[src/rtl/ds18b20_sampler.sv]
// Autonomous DS18B20 sampling sequencer driving the one-wire controller command interface.
// Optional build macro DS18B20_SAMPLER_CRC_EN: read all 9 scratchpad bytes and verify Dallas CRC-8.
module ds18b20_sampler #(
    parameter int SAMPLE_CYC = 48000000,
    parameter int CONV_CYC   = 36000000,
    parameter int TO_CYC     = 96000,
    parameter int RD_BYTES   = 2,
    parameter int ALARM_HI   = 480
) (
    input  logic        i_clk,
    input  logic        i_rst_n,
    input  logic        i_start,
    output logic [5:0]  o_cmd,
    output logic        o_cmd_en,
    input  logic        i_busy,
    input  logic        i_detect,
    input  logic [7:0]  i_data,
    output logic [15:0] o_temp,
    output logic        o_temp_valid,
    output logic        o_present,
    output logic        o_err_nodev,
    output logic        o_err_timeout,
    output logic        o_err_crc,
    output logic        o_alarm,
    output logic        o_busy
);

`ifdef DS18B20_SAMPLER_CRC_EN
    localparam int NB = 9;
`else
    localparam int NB = RD_BYTES;
`endif

    localparam logic [3:0] S_IDLE   = 4'd0;
    localparam logic [3:0] S_RST1   = 4'd1;
    localparam logic [3:0] S_SKIP1  = 4'd2;
    localparam logic [3:0] S_CONV   = 4'd3;
    localparam logic [3:0] S_CWAIT  = 4'd4;
    localparam logic [3:0] S_RST2   = 4'd5;
    localparam logic [3:0] S_SKIP2  = 4'd6;
    localparam logic [3:0] S_RDCMD  = 4'd7;
    localparam logic [3:0] S_RDBYTE = 4'd8;
`ifdef DS18B20_SAMPLER_CRC_EN
    localparam logic [3:0] S_CRCB   = 4'd9;
`endif
    localparam logic [3:0] S_DONE   = 4'd10;
    localparam logic [3:0] S_ERR    = 4'd11;

    localparam logic signed [15:0] ALARM_V = 16'(ALARM_HI);

    logic [3:0]  r_state;
    logic [1:0]  r_phase;
    logic [31:0] r_to;
    logic [31:0] r_wait;
    logic [31:0] r_period;
    logic [3:0]  r_k;
    logic [7:0]  r_b0;
    logic [7:0]  r_b1;
    logic [5:0]  r_cmd;
    logic        r_cmd_en;
    logic [15:0] r_temp;
    logic        r_valid;
    logic        r_present;
    logic        r_err_nodev;
    logic        r_err_timeout;
    logic        r_alarm;
`ifdef DS18B20_SAMPLER_CRC_EN
    logic [7:0]  r_crc;
    logic [7:0]  r_sh;
    logic [2:0]  r_bit;
    logic        r_err_crc;
`endif

    logic [3:0]  w_nxt;
    logic        w_enter;
    logic        w_is_cmd;
    logic        w_wrap;
    logic        w_cmd_done;
    logic        w_cmd_tmo;
    logic        w_crc_ok;

    function automatic logic [5:0] cmd_of(input logic [3:0] s);
        case (s)
            S_RST1, S_RST2:   cmd_of = 6'd1;
            S_SKIP1, S_SKIP2: cmd_of = 6'd2;
            S_CONV:           cmd_of = 6'd3;
            S_RDCMD:          cmd_of = 6'd4;
            S_RDBYTE:         cmd_of = 6'd5;
            default:          cmd_of = 6'd0;
        endcase
    endfunction

`ifdef DS18B20_SAMPLER_CRC_EN
    function automatic logic [7:0] crc_step(input logic [7:0] c, input logic b);
        logic [7:0] n;
        n = {1'b0, c[7:1]};
        if (c[0] ^ b) n = n ^ 8'h8C;
        crc_step = n;
    endfunction
    assign w_crc_ok = (r_crc == 8'd0);
`else
    assign w_crc_ok = 1'b1;
`endif

    assign w_is_cmd = (r_state == S_RST1) || (r_state == S_SKIP1) || (r_state == S_CONV) ||
                      (r_state == S_RST2) || (r_state == S_SKIP2) || (r_state == S_RDCMD) ||
                      (r_state == S_RDBYTE);
    assign w_wrap     = (SAMPLE_CYC != 0) && (r_period == 32'(SAMPLE_CYC - 1));
    // Busy is only trusted from the third cycle of a command; the first two cover issue and guard.
    assign w_cmd_done = w_is_cmd && (r_phase == 2'd2) && !i_busy;
    assign w_cmd_tmo  = w_is_cmd && (r_phase == 2'd2) && i_busy && (r_to >= 32'(TO_CYC - 1));

    always_comb begin
        w_nxt   = r_state;
        w_enter = 1'b0;
        case (r_state)
            S_IDLE: begin
                if (i_start || w_wrap) begin
                    w_nxt   = S_RST1;
                    w_enter = 1'b1;
                end
            end
            S_CWAIT: begin
                if (r_wait == 32'd0) begin
                    w_nxt   = S_RST2;
                    w_enter = 1'b1;
                end
            end
`ifdef DS18B20_SAMPLER_CRC_EN
            S_CRCB: begin
                if (r_bit == 3'd7) begin
                    w_nxt   = (r_k == 4'(NB)) ? S_DONE : S_RDBYTE;
                    w_enter = 1'b1;
                end
            end
`endif
            S_DONE, S_ERR: begin
                w_nxt   = S_IDLE;
                w_enter = 1'b1;
            end
            default: begin
                if (w_cmd_tmo) begin
                    w_nxt   = S_ERR;
                    w_enter = 1'b1;
                end else if (w_cmd_done) begin
                    w_enter = 1'b1;
                    case (r_state)
                        S_RST1:   w_nxt = i_detect ? S_SKIP1 : S_ERR;
                        S_SKIP1:  w_nxt = S_CONV;
                        S_CONV:   w_nxt = S_CWAIT;
                        S_RST2:   w_nxt = i_detect ? S_SKIP2 : S_ERR;
                        S_SKIP2:  w_nxt = S_RDCMD;
                        S_RDCMD:  w_nxt = S_RDBYTE;
`ifdef DS18B20_SAMPLER_CRC_EN
                        S_RDBYTE: w_nxt = S_CRCB;
`else
                        S_RDBYTE: w_nxt = (r_k == 4'(NB - 1)) ? S_DONE : S_RDBYTE;
`endif
                        default:  w_nxt = S_IDLE;
                    endcase
                end
            end
        endcase
    end

    always_ff @(posedge i_clk or negedge i_rst_n) begin
        if (!i_rst_n) begin
            r_period <= 32'd0;
        end else if (w_wrap) begin
            r_period <= 32'd0;
        end else if (SAMPLE_CYC != 0) begin
            r_period <= r_period + 32'd1;
        end
    end

    always_ff @(posedge i_clk or negedge i_rst_n) begin
        if (!i_rst_n) begin
            r_state       <= S_IDLE;
            r_phase       <= 2'd0;
            r_to          <= 32'd0;
            r_wait        <= 32'd0;
            r_k           <= 4'd0;
            r_b0          <= 8'd0;
            r_b1          <= 8'd0;
            r_cmd         <= 6'd0;
            r_cmd_en      <= 1'b0;
            r_temp        <= 16'd0;
            r_valid       <= 1'b0;
            r_present     <= 1'b0;
            r_err_nodev   <= 1'b0;
            r_err_timeout <= 1'b0;
            r_alarm       <= 1'b0;
`ifdef DS18B20_SAMPLER_CRC_EN
            r_crc         <= 8'd0;
            r_sh          <= 8'd0;
            r_bit         <= 3'd0;
            r_err_crc     <= 1'b0;
`endif
        end else begin
            r_valid  <= 1'b0;
            r_cmd_en <= 1'b0;
            r_cmd    <= 6'd0;
            if (r_phase != 2'd2) r_phase <= r_phase + 2'd1;
            if (w_is_cmd) r_to <= r_to + 32'd1;
            if (r_state == S_CWAIT) r_wait <= r_wait - 32'd1;
`ifdef DS18B20_SAMPLER_CRC_EN
            if (r_state == S_CRCB) begin
                r_crc <= crc_step(r_crc, r_sh[0]);
                r_sh  <= {1'b0, r_sh[7:1]};
                r_bit <= r_bit + 3'd1;
            end
`endif
            if (w_cmd_done && ((r_state == S_RST1) || (r_state == S_RST2)))
                r_present <= i_detect;
            if (w_cmd_done && (r_state == S_RDCMD)) begin
                r_k <= 4'd0;
`ifdef DS18B20_SAMPLER_CRC_EN
                r_crc <= 8'd0;
`endif
            end
            if (w_cmd_done && (r_state == S_RDBYTE)) begin
                if (r_k == 4'd0) r_b0 <= i_data;
                if (r_k == 4'd1) r_b1 <= i_data;
                r_k <= r_k + 4'd1;
`ifdef DS18B20_SAMPLER_CRC_EN
                r_sh  <= i_data;
                r_bit <= 3'd0;
`endif
            end
            if (r_state == S_DONE) begin
                r_err_nodev   <= 1'b0;
                r_err_timeout <= 1'b0;
                if (w_crc_ok) begin
                    r_temp  <= {r_b1, r_b0};
                    r_valid <= 1'b1;
                    r_alarm <= ($signed({r_b1, r_b0}) >= ALARM_V);
                end
`ifdef DS18B20_SAMPLER_CRC_EN
                r_err_crc <= !w_crc_ok;
`endif
            end
            if (w_enter) begin
                r_state  <= w_nxt;
                r_phase  <= 2'd0;
                r_to     <= 32'd0;
                r_cmd    <= cmd_of(w_nxt);
                r_cmd_en <= (cmd_of(w_nxt) != 6'd0);
                if (w_nxt == S_CWAIT) r_wait <= 32'(CONV_CYC - 1);
                if (w_nxt == S_ERR) begin
                    r_err_nodev   <= !w_cmd_tmo;
                    r_err_timeout <= w_cmd_tmo;
`ifdef DS18B20_SAMPLER_CRC_EN
                    r_err_crc     <= 1'b0;
`endif
                end
            end
        end
    end

    assign o_cmd         = r_cmd;
    assign o_cmd_en      = r_cmd_en;
    assign o_temp        = r_temp;
    assign o_temp_valid  = r_valid;
    assign o_present     = r_present;
    assign o_err_nodev   = r_err_nodev;
    assign o_err_timeout = r_err_timeout;
`ifdef DS18B20_SAMPLER_CRC_EN
    assign o_err_crc     = r_err_crc;
`else
    assign o_err_crc     = 1'b0;
`endif
    assign o_alarm       = r_alarm;
    assign o_busy        = (r_state != S_IDLE);

endmodule
[config.mk]
export PLATFORM = sky130hd
export DESIGN_NAME = ds18b20_sampler
export DESIGN_NICKNAME = d
export VERILOG_FILES = /design/src/rtl/ds18b20_sampler.sv
export SDC_FILE = /design/constraint.sdc
export NUM_CORES = 1
export LEC_CHECK = 0
export BUFFER_PORTS_ARGS = -buffer_cell sky130_fd_sc_hd__buf_2
export CAP_MARGIN = 40
export CORE_MARGIN = 4
export CORE_UTILIZATION = 55
export DETAILED_ROUTE_END_ITERATION = 16
export PLACE_DENSITY = 0.73
export REMOVE_ABC_BUFFERS = 1
export SLEW_MARGIN = 20
export SYNTH_ARGS = -nofsm -noshare
export SYNTH_HDL_FRONTEND = slang
export SYNTH_SLANG_ARGS = --single-unit
[constraint.sdc]
create_clock -name i_clk -period 5.4 [get_ports i_clk]
set_input_delay 0.27 -clock i_clk [delete_from_list [all_inputs] [get_ports i_clk]]
set_output_delay 0.27 -clock i_clk [all_outputs]
set_load 0.03 [all_outputs]
Yosys cells after proc, flatten, opt, wreduce, memory -nomap -nowiden
Cells that the tools add are included.
W data, S select, Z words.
{"block": "word_totals", "register_bits": 150, "input_bits": 13}
{"block": "classes", "add_sub_neg": 5, "magnitude_cmp": 2, "eq_ne": 23, "mux": 35, "reduce_logical": 30}
{"cell": "$mux W32", "n": 6}
{"cell": "$add A32 B1 Y32 const B", "n": 2}
{"cell": "$eq A32 B26 Y1 const B", "n": 1}
{"cell": "$eq A4 B3 Y1 const B", "n": 8}
{"cell": "$ge A32 B17 Y1 const B", "n": 1}
{"cell": "$logic_not A32 Y1", "n": 1}
{"cell": "$mux W4", "n": 8}
{"cell": "$sub A32 B1 Y32 const B", "n": 1}
{"cell": "$pmux W4 S7", "n": 1}
{"cell": "$eq A4 B4 Y1 const B", "n": 5}
{"cell": "$eq A4 B2 Y1 const B", "n": 4}
{"cell": "$ge A16 B10 Y1 const B", "n": 1}
{"cell": "$pmux W3 S5", "n": 1}
{"cell": "$eq A4 B1 Y1 const B", "n": 3}
{"cell": "$mux W1", "n": 12}
{"cell": "$pmux W4 S3", "n": 1}
{"cell": "$logic_not A4 Y1", "n": 2}
{"cell": "$logic_or A1 B1 Y1", "n": 8}
{"cell": "$logic_and A1 B1 Y1", "n": 7}
{"cell": "$mux W2", "n": 3}
{"cell": "$mux W6", "n": 1}
{"cell": "$reduce_bool A2 Y1", "n": 3}
{"cell": "$reduce_bool A6 Y1", "n": 1}
{"cell": "$reduce_or A2 Y1", "n": 3}
{"cell": "other kinds (9)", "n": 11}

Depth between registers and ports, before layout
{"block": "logic_depth", "depth_word": 18, "ltp_mapped": 9}

Worst setup path after synthesis
No wires, ideal clock.
{"block": "synth_path", "path_type": "register -> register", "from": "register r_state[1]", "to": "register r_to[18]", "setup_ns": 0.119, "arrival_ns": 2.240, "t_required_ns": 5.281, "setup_slack_ns": 3.041, "stages_incl_launch_ff": 9, "period_less_slack_ns": 2.359, "path_cell_list": "dfrtp_1 -> or4b_1 -> buf_4 -> nor4b_4 -> nand4_4 -> o21ai_2 -> o22a_4 -> buf_6 -> nor2_1"}
{"block": "synth_between", "elab_chain_len": 13, "elab_cells_between_ends": 27, "classes_between": "eq/ne: 10; mux: 4; reduce/logical: 13"}
{"element": "start: declaration", "line": "51", "source": "logic [3:0] r_state;"}
{"element": "start signal: assignment", "line": "243", "source": "r_state <= w_nxt;"}
{"element": "$eq A4 B1 Y1 / $eq A4 B2 Y1 (equally long branches)", "line": "105", "source": "assign w_is_cmd = (r_state == S_RST1) || (r_state == S_SKIP1) || (r_state == S_CONV) ||"}
{"element": "$logic_or A1 B1 Y1 (3 in a row)", "line": "105"}
{"element": "$logic_or A1 B1 Y1 (3 in a row)", "line": "106", "source": "(r_state == S_RST2) || (r_state == S_SKIP2) || (r_state == S_RDCMD) ||"}
{"element": "$logic_and A1 B1 Y1", "line": "110, 111"}
{"element": "$logic_and A1 B1 Y1 (on tied branches)", "line": "110, 111"}
{"element": "$mux W1 / $logic_and A1 B1 Y1 (equally long branches)", "line": "145, 111"}
{"element": "$mux W1", "line": "142", "source": "if (w_cmd_tmo) begin"}
{"element": "$pmux W1 S3", "line": "116", "source": "case (r_state)"}
{"element": "$mux W32 / $reduce_bool A2 Y1 (equally long branches)"}
{"element": "end signal: assignment", "line": "204", "source": "if (w_is_cmd) r_to <= r_to + 32'd1;"}
{"element": "end: declaration", "line": "53", "source": "logic [31:0] r_to;"}
Parallel ways exist; a longest one is shown, timed or not.
A chain may end at the register's enable or synchronous reset.

Final worst setup path
{"block": "layout_path", "from": "register r_state[1]", "to": "register r_phase[0]"}
{"block": "layout_between", "elab_chain_len": 13, "elab_cells_between_ends": 27, "classes_between": "eq/ne: 10; mux: 4; reduce/logical: 13"}
{"element": "$eq A4 B1 Y1 / $eq A4 B2 Y1 (equally long branches)", "line": "105"}
{"element": "$logic_or A1 B1 Y1 (3 in a row)", "line": "105"}
{"element": "$logic_or A1 B1 Y1 (3 in a row)", "line": "106"}
{"element": "$logic_and A1 B1 Y1", "line": "110, 111"}
{"element": "$logic_and A1 B1 Y1 (on tied branches)", "line": "110, 111"}
{"element": "$mux W1 / $logic_and A1 B1 Y1 (equally long branches)", "line": "145, 111"}
{"element": "$mux W1", "line": "142"}
{"element": "$pmux W1 S3 (*)", "line": "116"}
{"element": "$mux W2 / $reduce_bool A2 Y1 (equally long branches)"}
{"element": "end signal: assignment", "line": "203", "source": "if (r_phase != 2'd2) r_phase <= r_phase + 2'd1;"}
{"element": "end: declaration", "line": "52", "source": "logic [1:0] r_phase;"}
Mark *: on every way between the ends. The rest lies on a longest branch, timed or not.

==> run metrics <==
run status completed; synthesized area 7050 sq um; post-route core utilization 63.8%; Ant. Diodes 0; FILL cells 992; total internal power 2.13 mW; critical path launch point r_state[1]; DR DRC count 0; CP required 5.68 ns; ANT nets after route 0; max_cap viols 0; post-CTS sizing 0; vias in the first global route 4,920; initial antenna violation count 0; clk_skew 0.00825 ns; DRT iter0 DRCs 331; register share of total power 43.7%; CP startpoint kind register; grt total ovfl 0; switching pwr 1.02 mW; Worst Setup Path Type reg -> reg; max_slew headroom 56.7%; Async SR Flop Fraction 100%; Sink Count 147; final setup vio count 0; DR pass1 iterations 5; final worst-path cycle share 53.6%; Initial Util 56.1%; DR WL/cell 15.1 microns; Comb power frac 19.9%; crit path DAT 3.18 ns; max-slew violation count 0; setup TNS after final layout 0 ns; actual slew at the worst max-slew pin 0.649 ns; clk root buf clkbuf_16; Routed WL 13,500 microns; TritonCTS clock tree yes; Syn Inst Count 660; Ys Warns 0; Setup crit end r_phase[0]; sequential share of the synthesized area 52.2%; H-Tree Depth 4; Die Width 121 microns; Max VDD drop 252 uV; die area 14,700 sq um; cells on worst reg2reg path 6; Clock transition at path regs 0.06 ns; Fin Hold WS 0.0966 ns; EDFF count, synth 0; Die H 121 microns; Fmax 346 MHz; min Tclk post-route 2.89 ns; PnR worst setup slack 2.51 ns; final hold vios 0; IO Pins 43; R2R setup slack 2.51 ns; CTS max path bufs 2; total number of vias 4,910; vias per std cell 5.50; RSZ-0062 raised after global routing no; Pwr Density 393 nW/um^2; clk_lat worst skew 0.42 ns; post-DP HPWL 9150 microns; Avg Inst Size Synth 10.7 sq um; worst-path fanout max 33; Num CTS Buffers 17; Seq cells post-synth 147; RR Endpoint r_phase[0]; Leakage 3.46 nW; Placer Congestion 0.878; cell row count 41; Worst Hold Class in -> reg; Unique masters post-synth 69; nets 727; crit path capture type register; # port buffers 38; share of layout cells above drive strength 1 18.8%; ys flop type dfrtp_1; synthesis-to-finish area growth 13.7%; dpl ws 2.52 ns; Critical R2R Launch r_state[1]; first-pass GRT wire length 23,500 microns; clock network power share 36.3%; Tot GR Track Use 20.0%; dpl cells 859; largest net degree at the start of global routing 57; core area 12,600 sq um; sw frac 32.5%; fin cells 892
-- timing repair --
item | in CTS | in global routing
hold buffers | 1 | 0
endpoints found under the hold margin | 43 | 0
buffers inserted | 0 | 0
setup endpoints to repair | 0 | 0
-- through the flow --
| step | cell area (sq um) | power [mW] |
|---|---|---|
| floorplan | 6940 | 1.83 |
| finish | 8020 | 3.16 |
| global route | 8020 | 3.32 |
| detailed placement | 7420 | 2.02 |
| global placement | 7390 | 1.99 |
| CTS | 8020 | 3.18 |
-- synth_stat cells, drive strengths merged (12+ instances only) --
| cell | instances | area, sq um |
|---|---|---|
| dfrtp | 147 | 3680 |
| nor2 | 96 | 363 |
| xnor2 | 54 | 473 |
| nand2 | 49 | 184 |
| mux2 | 33 | 372 |
| xor2 | 31 | 272 |
| nand3 | 24 | 120 |
| nand4 | 24 | 178 |
| nor3 | 22 | 110 |
| o21ai | 16 | 83.8 |
| inv | 15 | 56.3 |
| and3 | 12 | 75.1 |
| nor4 | 12 | 87.6 |
-- cell usage in the layout (no fill, tap or decap), types with 5 or more instances in the layout --
master,netlist,final
nor4_1,10,9
nor2_1,95,95
xnor2_1,54,54
o21ai_0,15,15
ha_1,7,7
buf_2,3,39
nand3_1,24,24
nor3_1,22,22
or3_1,9,9
inv_1,15,15
nor2b_1,5,5
mux2_2,33,33
clkbuf_16,0,17
xor2_1,31,31
and4_1,5,5
dfrtp_1,147,147
nand2_1,49,49
a21oi_1,11,11
and3_1,12,12
nand4_1,21,21
and2_1,8,8
-- area by class of cell --
cell class              count  area [sq um]  area share (%)
clock buffers              18           439            5.48
clock inverters            14           146            1.83
inverters                  15          56.3           0.702
multi-input cells         480          3210            40.0
flip-flops and latches    147          3680            45.9
well taps                 172           215            2.68
repair buffers             46           274            3.42
-- state kept, by name, summed over array words and instances (netlist names), 2 cells and up --
register	count
r_b0	8
r_state	4
o_temp	16
r_wait	32
r_to	32
r_phase	2
o_cmd	3
r_period	32
r_b1	8
r_k	4
-- power by group through the flow --
stage          clock (mW)  sequential (mW)  combinational [mW]
2_1_floorplan           0             1.39               0.438
3_3_place_gp            0             1.38               0.604
3_5_place_dp            0             1.39               0.630
4_1_cts              1.17             1.38               0.636
5_1_grt              1.22             1.40               0.702
6_report             1.15             1.38               0.629
-- worst min path at each step --
stage / startpoint / endpoint / slack (ns) / depth (start not counted)
6_report: i_data[7] / r_b1[7] / 0.1 / 2
3_3_place_gp: i_rst_n / r_wait[13] / 0.43 / 1
4_1_cts: i_data[7] / r_b1[7] / 0.08 / 2
5_1_grt: i_data[7] / r_b1[7] / 0.08 / 2
2_1_floorplan: i_rst_n / o_alarm / -0.03 / 0
3_5_place_dp: i_rst_n / r_wait[12] / 0.23 / 1
-- kinds of logic (layout without fill, tap and decap cells) --
family,Yosys count,in the layout,share of synthesized area [%]
DFF,147,147,52.2
muxes,33,33,5.27
and+or+nand+nor,295,295,22.2
adders and majority gates,7,7,1.24
other,1,4,0.0532
buffers and inverters,36,93,2.55
xor gates and xnor gates,85,85,10.6
AOI/OAI and AO/OA,56,56,5.94
-- worst max-delay path, stage by stage (launching register included) --
cell	delay [ns]
dfrtp_1	0.52
or4b_1	0.75
nor4b_4	0.55
nand4_4	0.23
o21ai_2	0.22
o22a_4	0.39
nor2_1	0.10
-- layer usage --
| metal | global-route usage, % | vias up | wire (microns) |
|---|---|---|---|
| met1 | 26.7 | 2430 | 6060 |
| met5 | 0 | - | 0 |
| met3 | 4.76 | 10 | 447 |
| li1 | - | 2387 | - |
| met4 | 7.63 | 0 | 142 |
| met2 | 31.9 | 83 | 6840 |
No activity file was read; power rests on OpenSTA's default activity.
